[src/rtl/f_fetch.sv]
// f_fetch: instruction fetch stage with one outstanding memory request and a
// 2-entry {instr,pc} buffer feeding the decode-stage register.
`default_nettype none

module f_fetch #(
  parameter logic [31:0] RESET_PC = 32'h0000_3000
) (
  input  logic        clk,
  input  logic        reset,
  input  logic        in_stall,
  input  logic        in_redirect,
  input  logic [31:0] in_redirect_pc,
  output logic        out_imem_req,
  output logic [31:0] out_imem_addr,
  input  logic        in_imem_valid,
  input  logic [31:0] in_imem_rdata,
  output logic [31:0] out_instr,
  output logic [31:0] out_pc,
  output logic        out_valid
);

  localparam logic [1:0] S_IDLE  = 2'd0;
  localparam logic [1:0] S_WAIT  = 2'd1;
  localparam logic [1:0] S_DRAIN = 2'd2;

  logic [1:0]  state_q, state_d;
  logic [31:0] fetch_pc_q, fetch_pc_d;
  logic [31:0] req_addr_q, req_addr_d;
  logic [31:0] instr0_q, instr0_d, instr1_q, instr1_d;
  logic [31:0] pc0_q, pc0_d, pc1_q, pc1_d;
  logic [1:0]  count_q, count_d;

  logic        push;
  logic        pop;
  logic [31:0] redirect_target;
  logic        unused_redirect_lsbs;

  assign redirect_target      = {in_redirect_pc[31:2], 2'b00};
  assign unused_redirect_lsbs = ^in_redirect_pc[1:0];

  // State register
  always_ff @(posedge clk or negedge reset) begin
    if (!reset) begin
      state_q <= S_IDLE;
    end else begin
      state_q <= state_d;
    end
  end

  // Next-state logic; a redirect while a response is still owed parks in DRAIN
  always_comb begin
    state_d = state_q;
    if (in_redirect) begin
      if ((state_q == S_WAIT || state_q == S_DRAIN) && !in_imem_valid) begin
        state_d = S_DRAIN;
      end else begin
        state_d = S_IDLE;
      end
    end else begin
      case (state_q)
        S_IDLE:  if (out_imem_req) state_d = S_WAIT;
        S_WAIT:  if (in_imem_valid) state_d = S_IDLE;
        S_DRAIN: if (in_imem_valid) state_d = S_IDLE;
        default: state_d = S_IDLE;
      endcase
    end
  end

  // Outputs; a request is only made when the buffer has room for its response
  always_comb begin
    out_imem_req  = reset && (state_q == S_IDLE) && (count_q < 2'd2) && !in_redirect;
    out_imem_addr = fetch_pc_q;
    push          = (state_q == S_WAIT) && in_imem_valid && !in_redirect;
    out_valid     = (count_q != 2'd0);
    pop           = out_valid && !in_stall && !in_redirect;
    out_instr     = out_valid ? instr0_q : 32'h0;
    out_pc        = out_valid ? pc0_q : 32'h0;
  end

  always_comb begin
    fetch_pc_d = fetch_pc_q;
    req_addr_d = req_addr_q;
    if (in_redirect) begin
      fetch_pc_d = redirect_target;
    end else if (out_imem_req) begin
      fetch_pc_d = fetch_pc_q + 32'd4;
      req_addr_d = fetch_pc_q;
    end
  end

  // Buffer update; slot 0 is always the head
  always_comb begin
    instr0_d = instr0_q;
    instr1_d = instr1_q;
    pc0_d    = pc0_q;
    pc1_d    = pc1_q;
    count_d  = count_q;
    if (in_redirect) begin
      count_d = 2'd0;
    end else begin
      case ({push, pop})
        2'b10: begin
          if (count_q == 2'd0) begin
            instr0_d = in_imem_rdata;
            pc0_d    = req_addr_q;
          end else begin
            instr1_d = in_imem_rdata;
            pc1_d    = req_addr_q;
          end
          count_d = count_q + 2'd1;
        end
        2'b01: begin
          instr0_d = instr1_q;
          pc0_d    = pc1_q;
          count_d  = count_q - 2'd1;
        end
        2'b11: begin
          if (count_q == 2'd1) begin
            instr0_d = in_imem_rdata;
            pc0_d    = req_addr_q;
          end else begin
            instr0_d = instr1_q;
            pc0_d    = pc1_q;
            instr1_d = in_imem_rdata;
            pc1_d    = req_addr_q;
          end
        end
        default: ;
      endcase
    end
  end

  always_ff @(posedge clk or negedge reset) begin
    if (!reset) begin
      fetch_pc_q <= RESET_PC;
      req_addr_q <= RESET_PC;
      instr0_q   <= 32'h0;
      instr1_q   <= 32'h0;
      pc0_q      <= 32'h0;
      pc1_q      <= 32'h0;
      count_q    <= 2'd0;
    end else begin
      fetch_pc_q <= fetch_pc_d;
      req_addr_q <= req_addr_d;
      instr0_q   <= instr0_d;
      instr1_q   <= instr1_d;
      pc0_q      <= pc0_d;
      pc1_q      <= pc1_d;
      count_q    <= count_d;
    end
  end

endmodule

`default_nettype wire

[config.mk]
export PLATFORM = sky130hd
export DESIGN_NAME = f_fetch
export DESIGN_NICKNAME = d
export VERILOG_FILES = /design/src/rtl/f_fetch.sv
export SDC_FILE = /design/constraint.sdc
export NUM_CORES = 1
export LEC_CHECK = 0
export CORE_MARGIN = 4
export CORE_UTILIZATION = 55
export CTS_BUF_LIST = sky130_fd_sc_hd__clkbuf_16
export DETAILED_ROUTE_END_ITERATION = 16
export HOLD_SLACK_MARGIN = 0.15
export PLACE_DENSITY = 0.84
export SLEW_MARGIN = 40
export SYNTH_ARGS = -nofsm -noshare
export SYNTH_HDL_FRONTEND = slang
export SYNTH_SLANG_ARGS = --single-unit
export TNS_END_PERCENT = 20
[constraint.sdc]
create_clock -name clk -period 3.2 [get_ports clk]
set_input_delay 0.64 -clock clk [delete_from_list [all_inputs] [get_ports clk]]
set_output_delay 0.64 -clock clk [all_outputs]
set_load 0.005 [all_outputs]
== Word level (Yosys, flattened, before mapping) ==
Cells that the tools add are included.
Word-level totals
  flip-flop bits (word level): 196
  input bits: 69
  output and inout bits: 98
  word-level logic and storage cells: 71
Operators by class
  add/subtract/negate cells: 3
  magnitude comparators: 1
  equality and inequality tests: 11
  mux-type cells: 23
  bitwise gates (word level): 1
  reduce and logical (&&, ||, !) cells: 24
Operators by type and width (count)
  $mux 32: 12
  $pmux 32 s3: 2
  $pmux 32 s2: 2
  $add 32x3->32 const B: 1
  $mux 2: 5
  $logic_and 1x1->1: 8
  $pmux 2 s2: 2
  $eq 2x1->1 const B: 3
  $eq 2x2->1 const B: 3
  $ne 2x2->1 const B: 3
  $reduce_bool 2->1: 3
  $reduce_bool 3->1: 2
  $logic_not 2->1: 2
  $reduce_and 2->1: 2
  $reduce_and 4->1: 1
  $logic_not 1->1: 3
  $ne 3x1->1 const B: 1
  $ne 3x3->1 const B: 1
  $reduce_and 3->1: 1
  $add 2x1->2 const B: 1
  $lt 2x2->1 const B: 1
  $reduce_or 2->1: 1
  $sub 2x1->2 const B: 1
  $logic_or 1x1->1: 1
  $not 1->1: 1

== Logic depth before layout (Yosys ltp) ==
  depth after elaboration: 7
  depth in mapped cells: 9
  gate-level depth less buffers: 7

== Worst setup path after synthesis ==
No wires, ideal clock.
  path kind: reg2out
  start point: register count_q[1]
  end point: output port out_pc[1]
  data arrival time: 1.496 ns
  data required time: 2.560 ns
  path slack: 1.064 ns
  cell stages (with the launch flop): 7
  buffers on the path: 3
  path through: dfrtp_1 -> inv_1 -> ha_1 -> clkbuf_1 -> clkbuf_1 -> nor2b_1 -> buf_4
On the way
  cells in the longest elaborated chain, start to end: 2
Ends and longest elaborated chain
  start, declared: line 31  | logic [1:0] count_q, count_d;
  start signal, assigned: line 149  | count_q <= count_d;
  $reduce_bool 2->1: line 74  | out_valid = (count_q != 2'd0);
  $mux 32: line 77  | out_pc = out_valid ? pc0_q : 32'h0;
  end, declared: line 18  | output logic [31:0] out_pc,
No other way between the ends.

== Worst setup path in the final report ==
  start point: input port reset
  end point: output port out_imem_req
On the way
  cells in the longest elaborated chain, start to end: 3
Ends and longest elaborated chain
  start, declared: line 9  | input logic reset,
  $logic_and 1x1->1 (3 in a row): line 71  | out_imem_req = reset && (state_q == S_IDLE) && (count_q < 2'd2) && !in_redirect;
  end, declared: line 13  | output logic out_imem_req,
No other way between the ends.

==> results.cfg <==
[routing]
drc = 0
avgRoutedWirePerCell_um = 16.3
num_vias = 6053
drtAntennaViolNets = 0
viasPerCell = 5.31
drt-pass1-iter-count = 4
drtIter0Drc = 295
wirelength_um = 18600

[pwr]
vdd_ir_drop_max_uv = 383
leakage_uw = 0.00514
power.density_nw_per_um2 = 856

[floorplanning]
io-pin-count = 167
die_w_um = 134
fp.coreArea_um2 = 15400
start_util_pct = 56.7
num_rows = 45
die_area_um2 = 17900
die_h_um = 134

[placement]
finalWeightedCongestion = 0.778
dp_hpwl_um = 12400
place.port_buffers = 162

[logic_synthesis]
synth-main-ff-cell = dfrtp_1
ys_types = 39
syn_area_um2 = 8720
synth-seq-cells = 189
synth_enable_flop_cells = 0
yosys.area.top_type = dfrtp_1
ys_seq_area_share_pct = 54.3
yosysTopAreaCellShare_pct = 53.1
synth.avg_cell_area_um2 = 11.3
yosysWarnings = 0
async_flop_share_pct = 100
synthTopCellsByArea = dfrtp_1 53%, mux2_2 12%, mux2i_1 7.2%
syn_inst = 769

[clocking]
clock_latency_ns = 0.42
cts.htree.levels = 4
cts_tree = done
root_buffer = clkbuf_16
path_clk_slew_ns = 0.06
cts-buffers-inserted = 17
cts.sinks = 189
cts_resized = 0
cts.path.max_buffers = 2

[layout]
synthToLayoutAreaGrowth_pct = 29.2
mostFrequentLayoutCells = 185 x dfrtp_1, 160 x clkdlybuf4s50_1, 93 x mux2_2, 72 x nor2_1, 67 x a21oi_1
final_nets = 989
drive_above_1_share_pct = 16.4
final_util_pct = 73.3
final_common_cell = dfrtp_1

[sta]
hold_viol_final = 0
skew_ns = 0.00710
setup_tns_ns = 0
setup_violations = 0
max_slew_margin_pct = 54.6
rsz0062_at_grt = false
fmax_ghz = 0.331
slew_violations = 0
tightest_slew_ns = 0.678
period_needed_ns = 3.02
period_share_pct = 94.3
whs_ns = 0.502

[grt]
antenna_found_initial = 1
grt.overflow.total = 0
grt_pass1_wl_um = 30600
grt_max_degree = 159
grt_usage_pct = 21.2
grt_pass1_vias = 6199

[critical_path]
crit_chain = dlygate4sd3_1 -> clkbuf_8 -> nand3b_4 -> nor2_2 -> clkdlybuf4s50_1
cp_max_fo = 34
worst_path_max_delay_cell = dlygate4sd3_1
critical-path-top-delay-family = buffers and inverters
cpPeakStageDelay_ns = 0.54
required_ns = 2.56
cp-start-kind = primary input
critPathKind = primary input to output port
crit_arrival_ns = 2.38
end_kind = output port
cp_num_buf_inv = 3

[worst_hold_path]
hp-class = register to register

[status]
status = completed

[run]
maxCapViolations = 0
layer usage:
layer	up-vias	track usage [%]	routed length, um	share of wire [%]
met2	145	34.8	9020	48
met5	-	0	0	0
met4	0	6.91	396	2.1
li1	2935	-	-	-
met3	25	4.24	759	4.1
met1	2948	28.5	8460	45
worst paths after layout:
kind | start | to | slack, ns | cells after the start
setup reg to reg | count_q[1] | pc0_q[19] | 0.81 | 7
max in group asynchronous | reset | instr0_q[6] | 1.39 | 4
min in group asynchronous | reset | out_imem_addr[7] | 0.67 | 2
hold / removal | instr1_q[15] | instr1_q[15] | 0.50 | 1
setup / recovery | reset | out_imem_req | 0.18 | 5
hold reg to reg | instr1_q[15] | instr1_q[15] | 0.50 | 1
final cells by class:
cell class | count | area (um2)
Timing Repair Buffer | 174 | 1810
Clock buffer | 17 | 425
Multi-Input combinational cell | 523 | 3750
Antenna cell | 1 | 2.50
Tap cell | 211 | 264
Inverter | 10 | 37.5
Sequential cell | 189 | 4730
Clock inverter | 15 | 239
Fill cell | 1082 | 4110
worst register-to-register path, cell delays in order, from the launching register on:
cell	delay, ns
dfrtp_1	0.46
inv_1	0.11
ha_2	0.52
nor3_1	0.16
nand2_4	0.27
buf_12	0.37
mux2i_1	0.28
a21oi_1	0.09
sequential cells by signal, summed over array words and instances (netlist names):
register	flops
pc0_q	31
count_q	2
state_q	2
instr0_q	32
out_imem_addr	30
req_addr_q	30
pc1_q	30
instr1_q	32
Yosys cell counts, types with 3 or more instances:
master and count:
a21oi_1 67, a31oi_1 4, and3_1 4, buf_2 24, buf_4 4, clkbuf_1 20, dfrtp_1 185, dfstp_2 4
ha_1 5, inv_1 10, mux2_2 93, mux2i_1 63, nand2_1 37, nand2b_1 4, nand3_1 11, nand4_1 10
nor2_1 73, nor2b_1 65, nor3_1 9, o21a_1 3, o21ai_0 25, o21ai_1 4, o31a_1 3, xnor2_1 10
xor2_1 16
cell families (layout without fill, tap and decap cells):
family                   Yosys count  count (layout)  share of synthesized area (%)
adder cells (fa/ha/maj)            5               5                          0.718
AND/OR/NAND/NOR                  228             228                           13.7
flip-flops                       189             189                           54.3
multiplexers                     156             156                           19.2
other                              1               3                         0.0430
XOR/XNOR                          26              26                           2.61
buffers and inverters             58             216                           3.01
AO/OA/AOI/OAI                    106             106                           6.36
what timing repair did:
item | CTS | global route
hold endpoints to repair | 29 | 0
buffers inserted | 0 | 0
hold buffers | 1 | 0
per-stage QoR:
step           total power [uW]  std cells  setup slack, ns  cell area (um2)
6_report                   9650       1140            0.182            11300
3_5_place_dp               7320       1105            0.649            10600
4_1_cts                    9720       1138            0.167            11200
5_1_grt                   10300       1140           0.0802            11300
2_1_floorplan              5770        770             1.06             8720
3_3_place_gp               7140       1105            0.716            10600
report_power, final:
part | total, uW | internal (uW) | switching (uW)
clock network | 2370 | 1470 | 903
registers | 3930 | 3350 | 582
logic | 3340 | 1930 | 1420
Power figures use the tool's default switching activity.
